**config.mk**
```make
export PLATFORM = sky130hd
export DESIGN_NAME = i2c_mst_seq
export DESIGN_NICKNAME = d
export VERILOG_FILES = /design/src/rtl/i2c_mst_seq.sv
export SDC_FILE = /design/constraint.sdc
export NUM_CORES = 1
export LEC_CHECK = 0
export CORE_UTILIZATION = 35
export CTS_BUF_LIST = sky130_fd_sc_hd__clkbuf_16
export DETAILED_ROUTE_END_ITERATION = 10
export DONT_BUFFER_PORTS = 1
export PLACE_DENSITY = 0.6
export RECOVER_POWER = 50
export SETUP_SLACK_MARGIN = 0.15
export SYNTH_ARGS = -nofsm -noshare
export SYNTH_HDL_FRONTEND = slang
export SYNTH_SLANG_ARGS = --single-unit
```
**constraint.sdc**
```tcl
create_clock -name clk -period 3.5 [get_ports clk]
set_input_delay 0.7 -clock clk [delete_from_list [all_inputs] [get_ports clk]]
set_output_delay 0.7 -clock clk [all_outputs]
set_load 0.02 [all_outputs]
```
**src/rtl/i2c_mst_seq.sv**
```systemverilog
// I2C master byte sequencer: pops {start,stop,data} command words, drives a
// bit-level SCL/SDA engine one command at a time and pushes received bytes.
module i2c_mst_seq #(
  parameter int CW = 3
) (
  input  logic          clk,
  input  logic          rstn,
  input  logic          en,
  input  logic          tx_empty,
  output logic          tx_rd,
  input  logic [9:0]    tx_dat,
  input  logic          rx_full,
  output logic          rx_wr,
  output logic [7:0]    rx_dat,
  output logic          bit_req,
  output logic [CW-1:0] bit_cmd,
  output logic          bit_wdat,
  input  logic          bit_done,
  input  logic          bit_rdat,
  input  logic          bit_al,
  output logic          busy,
  output logic          irq_nas,
  output logic          irq_al,
  output logic          irq_done
);

  localparam logic [CW-1:0] CMD_START  = CW'(0);
  localparam logic [CW-1:0] CMD_RSTART = CW'(1);
  localparam logic [CW-1:0] CMD_STOP   = CW'(2);
  localparam logic [CW-1:0] CMD_WRITE  = CW'(3);
  localparam logic [CW-1:0] CMD_READ   = CW'(4);

  typedef enum logic [3:0] {
    S_IDLE, S_FETCH, S_SBIT, S_WBIT, S_WACK, S_RCNT,
    S_RBIT, S_RPUSH, S_RACK, S_STOP, S_HOLD
  } state_t;

  state_t      state;
  logic        owned;
  logic [2:0]  bitcnt;
  logic [7:0]  shreg;
  logic [7:0]  rcnt;
  logic [9:0]  word;
  logic        after_start;
  logic        stop_save;

  logic [7:0]    wbyte;
  logic [7:0]    rcnt_dec;
  logic [CW-1:0] cmd_code;
  logic          cmd_wdat;
  logic          cmd_state;

  assign wbyte    = word[7:0];
  assign rcnt_dec = rcnt - 8'd1;

  // Bit-command the current state would issue, if it issues one at all.
  always_comb begin
    cmd_code  = CMD_READ;
    cmd_wdat  = 1'b0;
    cmd_state = 1'b1;
    case (state)
      S_SBIT:         cmd_code = owned ? CMD_RSTART : CMD_START;
      S_WBIT: begin
        cmd_code = CMD_WRITE;
        cmd_wdat = wbyte[bitcnt];
      end
      S_WACK, S_RBIT: cmd_code = CMD_READ;
      S_RACK: begin
        cmd_code = CMD_WRITE;
        cmd_wdat = (rcnt == 8'd1);
      end
      S_STOP:         cmd_code = CMD_STOP;
      default:        cmd_state = 1'b0;
    endcase
  end

  always_ff @(posedge clk or negedge rstn) begin
    if (!rstn) begin
      state       <= S_IDLE;
      owned       <= 1'b0;
      bitcnt      <= 3'd7;
      shreg       <= '0;
      rcnt        <= '0;
      word        <= '0;
      after_start <= 1'b0;
      stop_save   <= 1'b0;
      tx_rd       <= 1'b0;
      rx_wr       <= 1'b0;
      rx_dat      <= '0;
      bit_req     <= 1'b0;
      bit_cmd     <= '0;
      bit_wdat    <= 1'b0;
      busy        <= 1'b0;
      irq_nas     <= 1'b0;
      irq_al      <= 1'b0;
      irq_done    <= 1'b0;
    end else begin
      tx_rd    <= 1'b0;
      rx_wr    <= 1'b0;
      irq_nas  <= 1'b0;
      irq_al   <= 1'b0;
      irq_done <= 1'b0;
      if (bit_req) begin
        if (bit_done) begin
          bit_req <= 1'b0;
          if (bit_al) begin
            // Lost the bus: walk away silently, FIFO contents untouched.
            irq_al <= 1'b1;
            owned  <= 1'b0;
            busy   <= 1'b0;
            bitcnt <= 3'd7;
            state  <= S_IDLE;
          end else if (state == S_STOP) begin
            owned    <= 1'b0;
            busy     <= 1'b0;
            irq_done <= 1'b1;
            state    <= S_IDLE;
          end else if (!en) begin
            owned  <= 1'b1;
            bitcnt <= 3'd7;
            state  <= S_STOP;
          end else begin
            case (state)
              S_SBIT: begin
                owned  <= 1'b1;
                bitcnt <= 3'd7;
                state  <= S_WBIT;
              end
              S_WBIT: begin
                bitcnt <= bitcnt - 3'd1;
                if (bitcnt == 3'd0) state <= S_WACK;
              end
              S_WACK: begin
                if (bit_rdat) begin
                  irq_nas <= 1'b1;
                  state   <= S_STOP;
                end else if (after_start && word[0]) begin
                  state <= S_RCNT;
                end else if (word[8]) begin
                  state <= S_STOP;
                end else begin
                  state <= S_HOLD;
                end
              end
              S_RBIT: begin
                shreg  <= {shreg[6:0], bit_rdat};
                bitcnt <= bitcnt - 3'd1;
                if (bitcnt == 3'd0) state <= S_RPUSH;
              end
              S_RACK: begin
                rcnt <= rcnt_dec;
                if (rcnt_dec != 8'd0)  state <= S_RBIT;
                else if (stop_save)    state <= S_STOP;
                else                   state <= S_HOLD;
              end
              default: ;
            endcase
          end
        end
      end else begin
        case (state)
          S_IDLE: begin
            if (en && !tx_empty) begin
              tx_rd <= 1'b1;
              word  <= tx_dat;
              busy  <= 1'b1;
              state <= S_FETCH;
            end
          end
          S_FETCH: begin
            if (word[9]) begin
              after_start <= 1'b1;
              state       <= S_SBIT;
            end else if (owned) begin
              after_start <= 1'b0;
              state       <= S_WBIT;
            end else begin
              busy  <= 1'b0;
              state <= S_IDLE;
            end
          end
          S_RCNT: begin
            if (!en) begin
              state <= S_STOP;
            end else if (!tx_empty) begin
              tx_rd     <= 1'b1;
              rcnt      <= (tx_dat[7:0] == 8'd0) ? 8'd1 : tx_dat[7:0];
              stop_save <= tx_dat[8];
              state     <= S_RBIT;
            end
          end
          S_RPUSH: begin
            // No bit_req here, so the engine keeps SCL stretched.
            if (!en) begin
              state <= S_STOP;
            end else if (!rx_full) begin
              rx_wr  <= 1'b1;
              rx_dat <= shreg;
              state  <= S_RACK;
            end
          end
          S_HOLD: begin
            if (!en) begin
              state <= S_STOP;
            end else if (!tx_empty) begin
              tx_rd <= 1'b1;
              word  <= tx_dat;
              state <= S_FETCH;
            end
          end
          default: begin
            if (cmd_state) begin
              if (!en && state != S_STOP) begin
                bitcnt <= 3'd7;
                busy   <= owned;
                state  <= owned ? S_STOP : S_IDLE;
              end else begin
                bit_req  <= 1'b1;
                bit_cmd  <= cmd_code;
                bit_wdat <= cmd_wdat;
              end
            end
          end
        endcase
      end
    end
  end

endmodule

```
# Word level (Yosys, flattened, before mapping)
# Index checks and enable logic that the tools add are counted.
# classes
reduce_logical	37
add_sub_neg	2
n_eq_ne	35
order_cmp	1
n_mux	99
n_bitwise	7
# op_table
op	count
$mux W4	20
$mux W8	10
$mux W1	45
$pmux W4 S5	2
$mux W10	3
$mux W3	8
$pmux W10 S2	1
$eq A4 B3 Y1 const B	4
$ne A4 B4 Y1 const B	4
$reduce_and A8 Y1	2
$reduce_bool A7 Y1	2
$eq A4 B4 Y1 const B	3
$ne A3 B3 Y1 const B	4
$ne A6 B6 Y1 const B	2
$reduce_and A4 Y1	3
$reduce_and A6 Y1	2
$reduce_bool A2 Y1	6
$ne A2 B1 Y1 const B	5
$ne A2 B2 Y1 const B	5
$reduce_and A10 Y1	1
$ne A9 B2 Y1 const B	1
$pmux W3 S3	1
$eq A4 B2 Y1 const B	2
$eq A8 B1 Y1 const B	1
other kinds (27)	44
# totals
register_bits	55
word_cells	199
inputBits	18
out_inout_bits	19

# Longest topological paths before layout
# Gate-level depths: netlist (run 1).
# logic_depth
ltp_word	9
depth_mapped	9
ltp_nobuf	8

# Worst setup path before layout (run 1)
# OpenSTA, ideal clock, no wires.
# synth_timing
path_kind	in2reg
from	in en
to	reg state[0]
path_buffers	2
required_ps	3369
path_slack_ps	1363
setup_time_ps	131
t_arrival_ps	2007
path_stages	8
cell_sequence	buf_2 -> and2b_1 -> nor3_1 -> o32ai_1 -> or4_1 -> buf_4 -> a2111oi_4 -> a21oi_1
# synth_via
elab_chain_cells	5
word_cells_on_any_way	21
cone_classes	eq/ne (7); mux (9); reduce/logical (5)
# synth_rtl
item	line_no	rtl
start, declared	8	input logic en,
$mux W4	118	end else if (!en) begin
$mux W4	113	end else if (state == S_STOP) begin
$mux W4	106	if (bit_al) begin
$mux W4	104	if (bit_done) begin
$mux W4	103	if (bit_req) begin
end signal, assigned	112	state <= S_IDLE;
end signal, assigned	117	state <= S_IDLE;
end signal, assigned	121	state <= S_STOP;
end, declared	38	state_t state;
# Several ways; a longest one is shown, not always the timed one. The select of a mux whose other input is x is not followed.
# A chain may end at the register's enable or synchronous reset.

# Final worst setup path (run 1)
# layout_timing
from	reg state[2]
to	reg state[0]
# layout_via
elab_chain_cells	7
word_cells_on_any_way	32
cone_classes	eq/ne (18); mux (8); reduce/logical (6)
# layout_rtl
item	line_no	rtl
start signal, assigned	79	state <= S_IDLE;
start signal, assigned	112	
start signal, assigned	117	
$eq A4 B4 Y1, or another cell as far along	61, 123	
$pmux W4 S5	123	case (state)
$mux W4	118	
$mux W4	113	
$mux W4	106	
$mux W4	104	
$mux W4	103	
# Several ways; a longest one is shown, not always the timed one. The select of a mux whose other input is x is not followed.

==> results by group, run 1 <==
Floorplan
  – Core Region: 0.00920 sq mm
  – Die ar.: 0.00983 sq mm
  – Die X: 99.2 um
  – Initial Util: 35.9%
  – I/O pin cnt: 37
  – # rows: 35
  – Die H: 99.2 um

Drt
  – Met1 Wirelength: 3500 um
  – Max Used Layer: met4
  – Vias: 2702
  – DRC errors left: 0
  – DRT Wirelength: 8120 um
  – Remaining antenna violation count: 0
  – Routed met2 length: 3630 um
  – 1st-iter DRT viols: 408
  – DR WL/cell: 18.4 um
  – Metal3 WL: 648 um
  – First-pass iteration count of the detailed router: 5
  – Vias per cell: 6.13

Layout
  – Util after Layout: 38.1%
  – Nets: 351
  – Ant. Diodes: 0
  – Ratio of cells with drive above 1 in the final layout: 15.2%
  – Area Growth Syn to Fin: 6.02%

Setup path
  – Worst r2r src: state[2]
  – CP Class: flip-flop to flip-flop
  – Crit-path slowest cell: dfrtp_1
  – CP peak stage delay: 0.93 ns
  – WP data required: 3.67 ns
  – Crit path launch type: flip-flop
  – Critical Path, Cell by Cell: nor2b_1 -> a22o_1 -> o32ai_1 -> or4_1 -> a2111oi_4 -> a21oi_1
  – Critical path buffers and inverters: 0
  – Critical Path End Type: flip-flop
  – Worst Setup SP: state[2]
  – Crit Path Max Fanout: 30
  – CP delay by family, top: simple AND/OR/NAND/NOR gates
  – Arr. time, crit path: 2.83 ns

Synth
  – Mean post-synth cell area: 9.63 sq um
  – Most instantiated cells after synthesis: 52 x dfrtp_1, 33 x nand2_1, 31 x mux2_2
  – Post-synth top area cell: dfrtp_1
  – Share of synthesized registers carrying an async set or reset: 100%
  – Netlist Area Pre-Place: 0.00330 sq mm
  – Most common cell in the synthesized netlist: dfrtp_1
  – EDFF count, synth: 0
  – Area fraction of the dominant cell type after synthesis: 39.4%
  – Yosys Warn Count: 0
  – Synthesized Nets: 365
  – Number of synthesized register bits: 55
  – Synth cell types: 66
  – Main area contributors after synthesis: dfrtp_1 39%, mux2_2 11%, nand2_1 3.7%, a21oi_1 3.6%, o21ai_0 2.9%
  – Cell count after synthesis: 343
  – Post-synthesis sequential area ratio: 41.8%
  – Top FF cell, synth: dfrtp_1

STA
  – Fmax: 375 MHz
  – Post-layout min period: 2.66 ns
  – Fin Clk Skew: 0.00445 ns
  – Setup TNS: 0 ns
  – Fin. Hold Viols: 0
  – Fin crit share: 76.1%
  – Max-Slew Margin vs Limit: 40.5%
  – Post-route setup slack: 0.836 ns
  – Measured slew at the worst slew-check pin: 0.892 ns
  – Slew Viols, Final: 0
  – Setup Viol. Count Final: 0
  – Min Hold Slack: 0.0968 ns
  – RSZ-0062 raised after global routing: false

CTS
  – Clock buffer depth: 2
  – H-Tree Depth: 2
  – TritonCTS clock tree: built
  – Hold Buf Count CTS: 0
  – CTS sink cnt: 55
  – Post-CTS Setup Bufs: 0
  – Clk slew on worst S/H paths: 0.07 ns
  – TritonCTS Buffers: 5
  – Worst-Skew Late Latency: 0.29 ns
  – CTS Root Cell: clkbuf_16
  – Post-cts sizing count: 0

Placed design
  – Buffers on Ports: 0
  – Pre-CTS WS: 0.877 ns
  – Gpl congestion: 0.921
  – Hpwl dp: 5750 um

Hold path
  – Hold Path Class: input port to async pin

Pwr
  – Total power: 2.92 mW
  – Peak supply drop: 0.000226 V
  – Power Density: 834 mW/mm^2
  – Leak: 1.48 nW

Run status
  – Status: finished, final reports clean

Job
  – Max cap viols: 0

GRT
  – Vias in the first global route: 2546
  – Total global-route track usage: 17.2%
  – First-pass GRT wire length: 13300 um
  – GRT overflow: 0
  – Largest net degree at the start of global routing: 56
  – Initial antenna violation count: 0
-- worst reg2reg max path, stage by stage, from the launching register on --
cell       delay, ns
dfrtp_1         0.93
nor2b_1         0.42
a22o_1          0.18
o32ai_1         0.07
or4_1           0.63
a2111oi_4       0.26
a21oi_1         0.06
-- sequential cells by signal, indices dropped and copies added (netlist names), 3 cells and up --
signal   flops
shreg        8
bit_cmd      3
word        10
state        4
rcnt         8
rx_dat       8
bitcnt       3
-- cells in the final DEF, fill, tap and decap left out, drive strengths merged, types with 5 or more instances in the layout --
cell	Yosys	final
a21oi	24	24
clkbuf	10	6
dfrtp	52	52
inv	10	12
mux2	31	31
nand2	33	33
nand2b	10	10
nand3	10	10
nor2	20	20
nor3	8	8
nor4	7	7
o21ai	23	23
o22ai	7	7
o31ai	5	5
-- metrics by stage --
step	instance area (sq um)	std cells
floorplan	3300	343
global placement	3340	433
detailed placement	3340	433
CTS	3510	441
global route	3500	441
finish	3500	441
-- routing by layer --
layer / up-vias / global-route usage (%)
met1: 1301 / 23.1
met3: 28 / 4.64
met2: 131 / 25.2
met5: - / 0
li1: 1242 / -
met4: 0 / 9.28
-- cells by family after synthesis --
kind of cell               Yosys count  share of synthesized area (%)
DFF                                 55                           41.8
and+or+nand+nor                    111                           17.9
buffers and inverters               35                           4.92
AOI/OAI and AO/OA                  100                           20.4
xor gates and xnor gates             1                          0.265
muxes                               36                           12.8
adders and majority gates            5                           1.82
-- final cells by class --
class / count / area (sq um)
clock buffers: 5 / 125
clock inverters: 3 / 37.5
fillers: 923 / 5690
inverters: 11 / 41.3
multi-input cells: 253 / 1760
flip-flops and latches: 55 / 1380
well taps: 111 / 139
repair buffers: 3 / 18.8
-- power by group --
| part | switching [mW] | internal [mW] |
|---|---|---|
| sequential | 0.344 | 0.811 |
| combinational | 0.669 | 0.540 |
| clock | 0.224 | 0.333 |
-- worst paths after layout --
kind,to,slack (ns),cells after the start
min reg2reg,word[5],0.50,1
max reg2reg,state[0],0.84,6
min in group clk,word[5],0.50,1
max,state[0],0.84,6
max in group asynchronous,bitcnt[2],3.22,0
min,shreg[7],0.1,0
No activity file was read; power rests on OpenSTA's default activity.
==> run 2: changes to the inputs <==
==> constraint.sdc (replaced) <==
create_clock -name clk -period 2.6 [get_ports clk]
set_input_delay 0.52 -clock clk [delete_from_list [all_inputs] [get_ports clk]]
set_output_delay 0.52 -clock clk [all_outputs]
set_load 0.02 [all_outputs]
==> results by group, run 2 (synthesis gave the netlist of run 1 again) <==
Run status
  – Status: finished, final reports clean

Drt
  – First-pass iteration count of the detailed router: 5 (unchanged)
  – DR WL/cell: 18.7 um (+1.8%)
  – Vias per cell: 6.02 (-1.7%)
  – Remaining antenna violation count: 0 (unchanged)
  – DRC errors left: 0 (unchanged)
  – Vias: 2764 (+2.3%)
  – 1st-iter DRT viols: 265 (-35%)
  – DRT Wirelength: 8610 um (+5.9%)

Floorplan
  – Die X: 99.2 um (unchanged)
  – Initial Util: 35.9% (unchanged)
  – Die ar.: 0.00983 sq mm (unchanged)
  – # rows: 35 (unchanged)
  – Die H: 99.2 um (unchanged)
  – Core Region: 0.00920 sq mm (unchanged)
  – I/O pin cnt: 37 (unchanged)

GRT
  – First-pass GRT wire length: 14200 um (+6.7%)
  – Initial antenna violation count: 0 (unchanged)
  – Vias in the first global route: 2776 (+9.0%)
  – GRT overflow: 0 (unchanged)
  – Total global-route track usage: 18.3% (+1.1 points)
  – Largest net degree at the start of global routing: 53 (-5.4%)

Layout
  – Nets: 369 (+5.1%)
  – Most frequent cells in the layout: 51 x dfrtp_1, 33 x nand2_1, 31 x mux2_2, 24 x a21oi_1, 20 x nor2_1
  – Area Growth Syn to Fin: 10.8%
  – Final Cell Area: 0.00366 sq mm (+4.5%)
  – Reg with most FFs: word
  – Ratio of cells with drive above 1 in the final layout: 21.0% (+5.8 points)
  – Commonest non-fill, non-tap cell in the layout: dfrtp_1
  – Ant. Diodes: 0 (unchanged)
  – Max reg flops: 10 (unchanged)
  – Util after Layout: 39.8% (+1.7 points)

Pwr
  – Sw power: 1.74 mW (+41%)
  – Peak supply drop: 0.000410 V (+81%)
  – Reg power frac: 35.9% (-3.6 points)
  – Leak: 1.57 nW (+6.4%)
  – P_int: 2.38 mW (+42%)
  – Clock power share: 18.4% (-0.7 points)
  – Logic pwr share: 45.7% (+4.3 points)
  – Power Density: 1130 mW/mm^2 (+35%)
  – Switching share of power: 42.2% (-0.17 points)

CTS
  – Worst-Skew Late Latency: 0.29 ns (about the same)
  – TritonCTS Buffers: 5 (unchanged)
  – Clk slew on worst S/H paths: 0.07 ns (about the same)
  – H-Tree Depth: 2 (unchanged)
  – TritonCTS clock tree: built
  – CTS Root Cell: clkbuf_16
  – CTS sink cnt: 55 (unchanged)
  – Clock buffer depth: 2 (unchanged)

STA
  – Max-Slew Margin vs Limit: 9.84% (-31 points)
  – Fin. Hold Viols: 0 (unchanged)
  – Min Hold Slack: 0.0626 ns (-0.0342 ns)
  – Fmax: 418 MHz (+11%)
  – Post-layout min period: 2.39 ns (-0.273 ns)
  – Setup Viol. Count Final: 0 (unchanged)
  – RSZ-0062 raised after global routing: false
  – Setup TNS: 0 ns (unchanged)
  – Fin Clk Skew: 0.0122 ns (+0.00771 ns)
  – Measured slew at the worst slew-check pin: 1.35 ns (+0.460 ns)
  – Fin crit share: 92.0% (+16 points)
  – Slew Viols, Final: 0 (unchanged)

Setup path
  – Crit Path Max Fanout: 19 (-37%)
  – Crit path launch type: flip-flop
  – CP Class: flip-flop to flip-flop
  – Worst r2r src: state[1]
  – WP data required: 2.76 ns (-0.91 ns)
  – Critical Path End Type: flip-flop
  – R2R depth: 6 (unchanged)
  – R2R Setup Slk: 0.21 ns (-0.63 ns)
  – Arr. time, crit path: 2.55 ns (-0.28 ns)
  – End of the worst register-to-register path: state[2]

Job
  – Max cap viols: 0 (unchanged)

Placed design
  – Gpl congestion: 0.887 (-3.8%)
  – Buffers on Ports: 0 (unchanged)
  – DP Area: 0.00347 sq mm (+3.8%)
  – Hpwl dp: 6130 um (+6.6%)

Hold path
  – Hold Path Class: input port to async pin
[run 2: cell count changes in the layout (fill, tap and decap cells not counted), sizes merged]
| cell | delta |
|---|---|
| inv | -1 |
| clkinvlp | +1 |
| buf | +17 |
| clkbuf | +1 |
[run 2: how the worst max path moves through the flow]
stage	startpoint	to	slack (ns)	depth (start not counted)
floorplan	rcnt[0]	state[0]	0.47	9
global placement	rcnt[1]	state[3]	0.18	8
detailed placement	rcnt[0]	state[3]	0.16	8
CTS	rcnt[1]	state[3]	0.21	8
global route	state[1]	state[2]	0.16	6
finish	state[1]	state[2]	0.21	6
[run 2: repair_timing]
item | 4_1_cts | 5_1_grt
resized for setup | 1 | 4
setup buffers | 0 | 0
hold endpoints to repair | 52 | 0
pin swaps | 0 | 0
endpoints found under the setup margin | 1 | 9
hold buffers | 1 | 0
[run 2: power groups by stage]
| stage | clock network [mW] | logic [mW] | registers (mW) |
|---|---|---|---|
| after CTS | 0.776 | 1.86 | 1.47 |
| final | 0.758 | 1.88 | 1.48 |
| after global routing | 0.802 | 2.07 | 1.52 |
| after global placement | 0 | 1.79 | 1.47 |
| after floorplan | 0 | 1.53 | 1.28 |
| after detailed placement | 0 | 1.81 | 1.48 |
[run 2: stage by stage]
step                      power, mW  std cells  worst slack, ns
after floorplan                2.81        343            0.471
after global placement         3.27        450            0.181
after detailed placement       3.30        450            0.157
after CTS                      4.10        459            0.212
after global routing           4.40        459            0.155
final                          4.12        459            0.208
[run 2: per-layer routing]
| layer | track usage [%] | vias up | routed length (um) |
|---|---|---|---|
| li1 | - | 1281 | - |
| met1 | 23.5 | 1328 | 3720 |
| met2 | 29.9 | 131 | 3910 |
| met3 | 4.36 | 24 | 698 |
| met4 | 7.01 | 0 | 278 |
| met5 | 0 | - | 0 |
[run 2: final cells by class]
| cell class | instances | area, sq um |
|---|---|---|
| clock inverter | 3 | 41.3 |
| sequential | 55 | 1380 |
| tap | 111 | 139 |
| inverter | 11 | 41.3 |
| clock buffer | 5 | 125 |
| timing repair buffer | 21 | 151 |
| multi-input combinational | 253 | 1780 |
| fill | 909 | 5540 |
[run 2: critical path, stage by stage (launching register included)]
cell and delay, ns:
dfrtp_1 0.61, nand2b_1 0.37, o221ai_1 0.23, o32ai_1 0.09, or4_1 0.61, a21oi_1 0.22
a21oi_1 0.11
==> run 3: changes to the inputs <==
--- a/config.mk
+++ b/config.mk
@@ -5,11 +5,11 @@
 export SDC_FILE = /design/constraint.sdc
 export NUM_CORES = 1
 export LEC_CHECK = 0
+export BUFFER_PORTS_ARGS = -buffer_cell sky130_fd_sc_hd__buf_2
 export CORE_UTILIZATION = 35
 export CTS_BUF_LIST = sky130_fd_sc_hd__clkbuf_16
 export DETAILED_ROUTE_END_ITERATION = 10
-export DONT_BUFFER_PORTS = 1
-export PLACE_DENSITY = 0.6
+export PLACE_DENSITY = 0.63
 export RECOVER_POWER = 50
 export SETUP_SLACK_MARGIN = 0.15
 export SYNTH_ARGS = -nofsm -noshare
==> results by group, run 3 (synthesis gave the netlist of run 1 again) <==
Setup path
  – CP peak stage delay: 0.43 ns (-0.18 ns)
  – Cell count along the critical path: 9 (+3)
  – R2R depth: 9 (+3)
  – Crit-path slowest cell: dfrtp_1
  – Critical path buffers and inverters: 2 (+2)
  – CP delay by family, top: simple AND/OR/NAND/NOR gates
  – Critical Path, Cell by Cell: inv_1 -> ha_1 -> nor3b_1 -> nor3b_2 -> a22oi_1 -> nor4_2 -> buf_4 -> a2111oi_4 -> a21oi_1
  – CP Class: flip-flop to flip-flop
  – Arr. time, crit path: 2.46 ns (-0.09 ns)
  – WP data required: 2.82 ns (+0.06 ns)
  – Crit Path Max Fanout: 6 (-13)
  – Crit path launch type: flip-flop
  – Critical Path End Type: flip-flop

STA
  – RSZ-0062 raised after global routing: false
  – Fin crit share: 86.3% (-5.6 points)
  – Measured slew at the worst slew-check pin: 1.57 ns (+0.222 ns)
  – Min Hold Slack: 0.184 ns (+0.121 ns)
  – Setup TNS: 0 ns (unchanged)
  – Slew Viols, Final: 30 (+30)
  – Post-route setup slack: 0.355 ns (+0.147 ns)
  – Fin Clk Skew: 0.00840 ns (-0.00377 ns)
  – Max-Slew Margin vs Limit: -4.94% (-15 points)
  – Fin. Hold Viols: 0 (unchanged)
  – Post-layout min period: 2.25 ns (-0.147 ns)
  – Setup Viol. Count Final: 0 (unchanged)
  – Fmax: 445 MHz (+6.5%)

GRT
  – Vias in the first global route: 2781 (+0.18%)
  – Largest net degree at the start of global routing: 30 (-43%)
  – Initial antenna violation count: 0 (unchanged)
  – Total global-route track usage: 18.7% (+0.46 points)
  – First-pass GRT wire length: 14500 um (+1.7%)
  – GRT overflow: 0 (unchanged)

Pwr
  – Peak supply drop: 0.000369 V (-9.9%)
  – Leak: 1.73 nW (+9.8%)
  – Power Density: 1070 mW/mm^2 (-5.0%)

Floorplan
  – Die ar.: 0.00983 sq mm (unchanged)
  – Initial Util: 35.9% (unchanged)
  – Die X: 99.2 um (unchanged)
  – # rows: 35 (unchanged)
  – Core Region: 0.00920 sq mm (unchanged)
  – I/O pin cnt: 37 (unchanged)
  – Die H: 99.2 um (unchanged)

Layout
  – Reg with most FFs: word
  – Ratio of cells with drive above 1 in the final layout: 27.0% (+6.1 points)
  – Area Growth Syn to Fin: 16.6%
  – Non-filler instance count after layout: 503 (+9.6%)
  – Max reg flops: 10 (unchanged)
  – Ant. Diodes: 0 (unchanged)
  – Nets: 413 (+12%)
  – Commonest non-fill, non-tap cell in the layout: dfrtp_1
  – Most frequent cells in the layout: 51 x dfrtp_1, 33 x nand2_1, 31 x mux2_2, 27 x buf_2, 27 x buf_4
  – Util after Layout: 41.9% (+2.1 points)

Placed design
  – Hpwl dp: 6460 um (+5.4%)
  – Placed Instances: 495 (+10%)
  – Gpl congestion: 0.904 (+2.0%)
  – Buffers on Ports: 36 (+36)
  – Pre-CTS WS: 0.285 ns (+0.128 ns)

Drt
  – DRC errors left: 0 (unchanged)
  – DR WL/cell: 17.3 um (-7.7%)
  – First-pass iteration count of the detailed router: 5 (unchanged)
  – DRT Wirelength: 8710 um (+1.2%)
  – 1st-iter DRT viols: 318 (+20%)
  – Vias: 2918 (+5.6%)
  – Remaining antenna violation count: 0 (unchanged)
  – Vias per cell: 5.80 (-3.7%)

CTS
  – CTS Root Cell: clkbuf_16
  – TritonCTS clock tree: built
  – Worst-Skew Late Latency: 0.29 ns (about the same)
  – Hold Buf Count CTS: 0 (-1)
  – Clk slew on worst S/H paths: 0.07 ns (about the same)
  – Clock buffer depth: 2 (unchanged)
  – H-Tree Depth: 2 (unchanged)
  – Post-CTS Setup Bufs: 0 (unchanged)
  – Post-cts sizing count: 0 (-1)
  – TritonCTS Buffers: 5 (unchanged)
  – CTS sink cnt: 55 (unchanged)

Run status
  – Status: complete, but fails checks
  – Violated checks: max-capacitance violations, max-slew violations

Job
  – Max cap viols: 1 (+1)

Hold path
  – Hold Path Class: input port to async pin
==> run 3: layout make-up <==
class	instances	area, sq um
clock buffers	5	125
fillers	921	5340
multi-input cells	253	1770
repair buffers	65	379
inverters	11	41.3
well taps	111	139
flip-flops and latches	55	1380
clock inverters	3	16.3
==> run 3: power breakdown <==
| group | internal, mW | switching, mW |
|---|---|---|
| Clock | 0.353 | 0.308 |
| Combinational | 0.904 | 1.16 |
| Sequential | 1.10 | 0.307 |
| Total | 2.35 | 1.77 |
==> run 3: metrics by stage <==
stage,cell area (sq um),power [mW]
after floorplan,3300,2.81
after global placement,3720,3.38
after detailed placement,3720,3.41
after CTS,3860,4.10
after global routing,3850,4.44
final,3850,4.12
==> run 3: routing by layer <==
layer,vias up,track usage [%],part of all wire (%)
met5,-,0,0
met4,0,6.00,2.3
met3,20,2.46,5.7
met2,117,29.9,46
met1,1415,26.5,46
li1,1366,-,-
==> run 3: worst paths after layout <==
kind	start	endpoint	slack, ns
worst max-delay path	rcnt[1]	state[0]	0.35
worst min-delay path	rstn	rx_dat[6]	0.18
worst max register to register	rcnt[1]	state[0]	0.35
worst min register to register	rx_dat[4]	rx_dat[4]	0.51
max in group asynchronous	rstn	after_start	0.57
min in group clk	tx_dat[9]	word[9]	0.47
==> run 3: worst reg2reg max path, cell delays in order (launching register included) <==
cell and delay [ns]:
dfrtp_1 0.43, inv_1 0.12, ha_1 0.26, nor3b_1 0.33, nor3b_2 0.30, a22oi_1 0.14
nor4_2 0.22, buf_4 0.17, a2111oi_4 0.07, a21oi_1 0.13
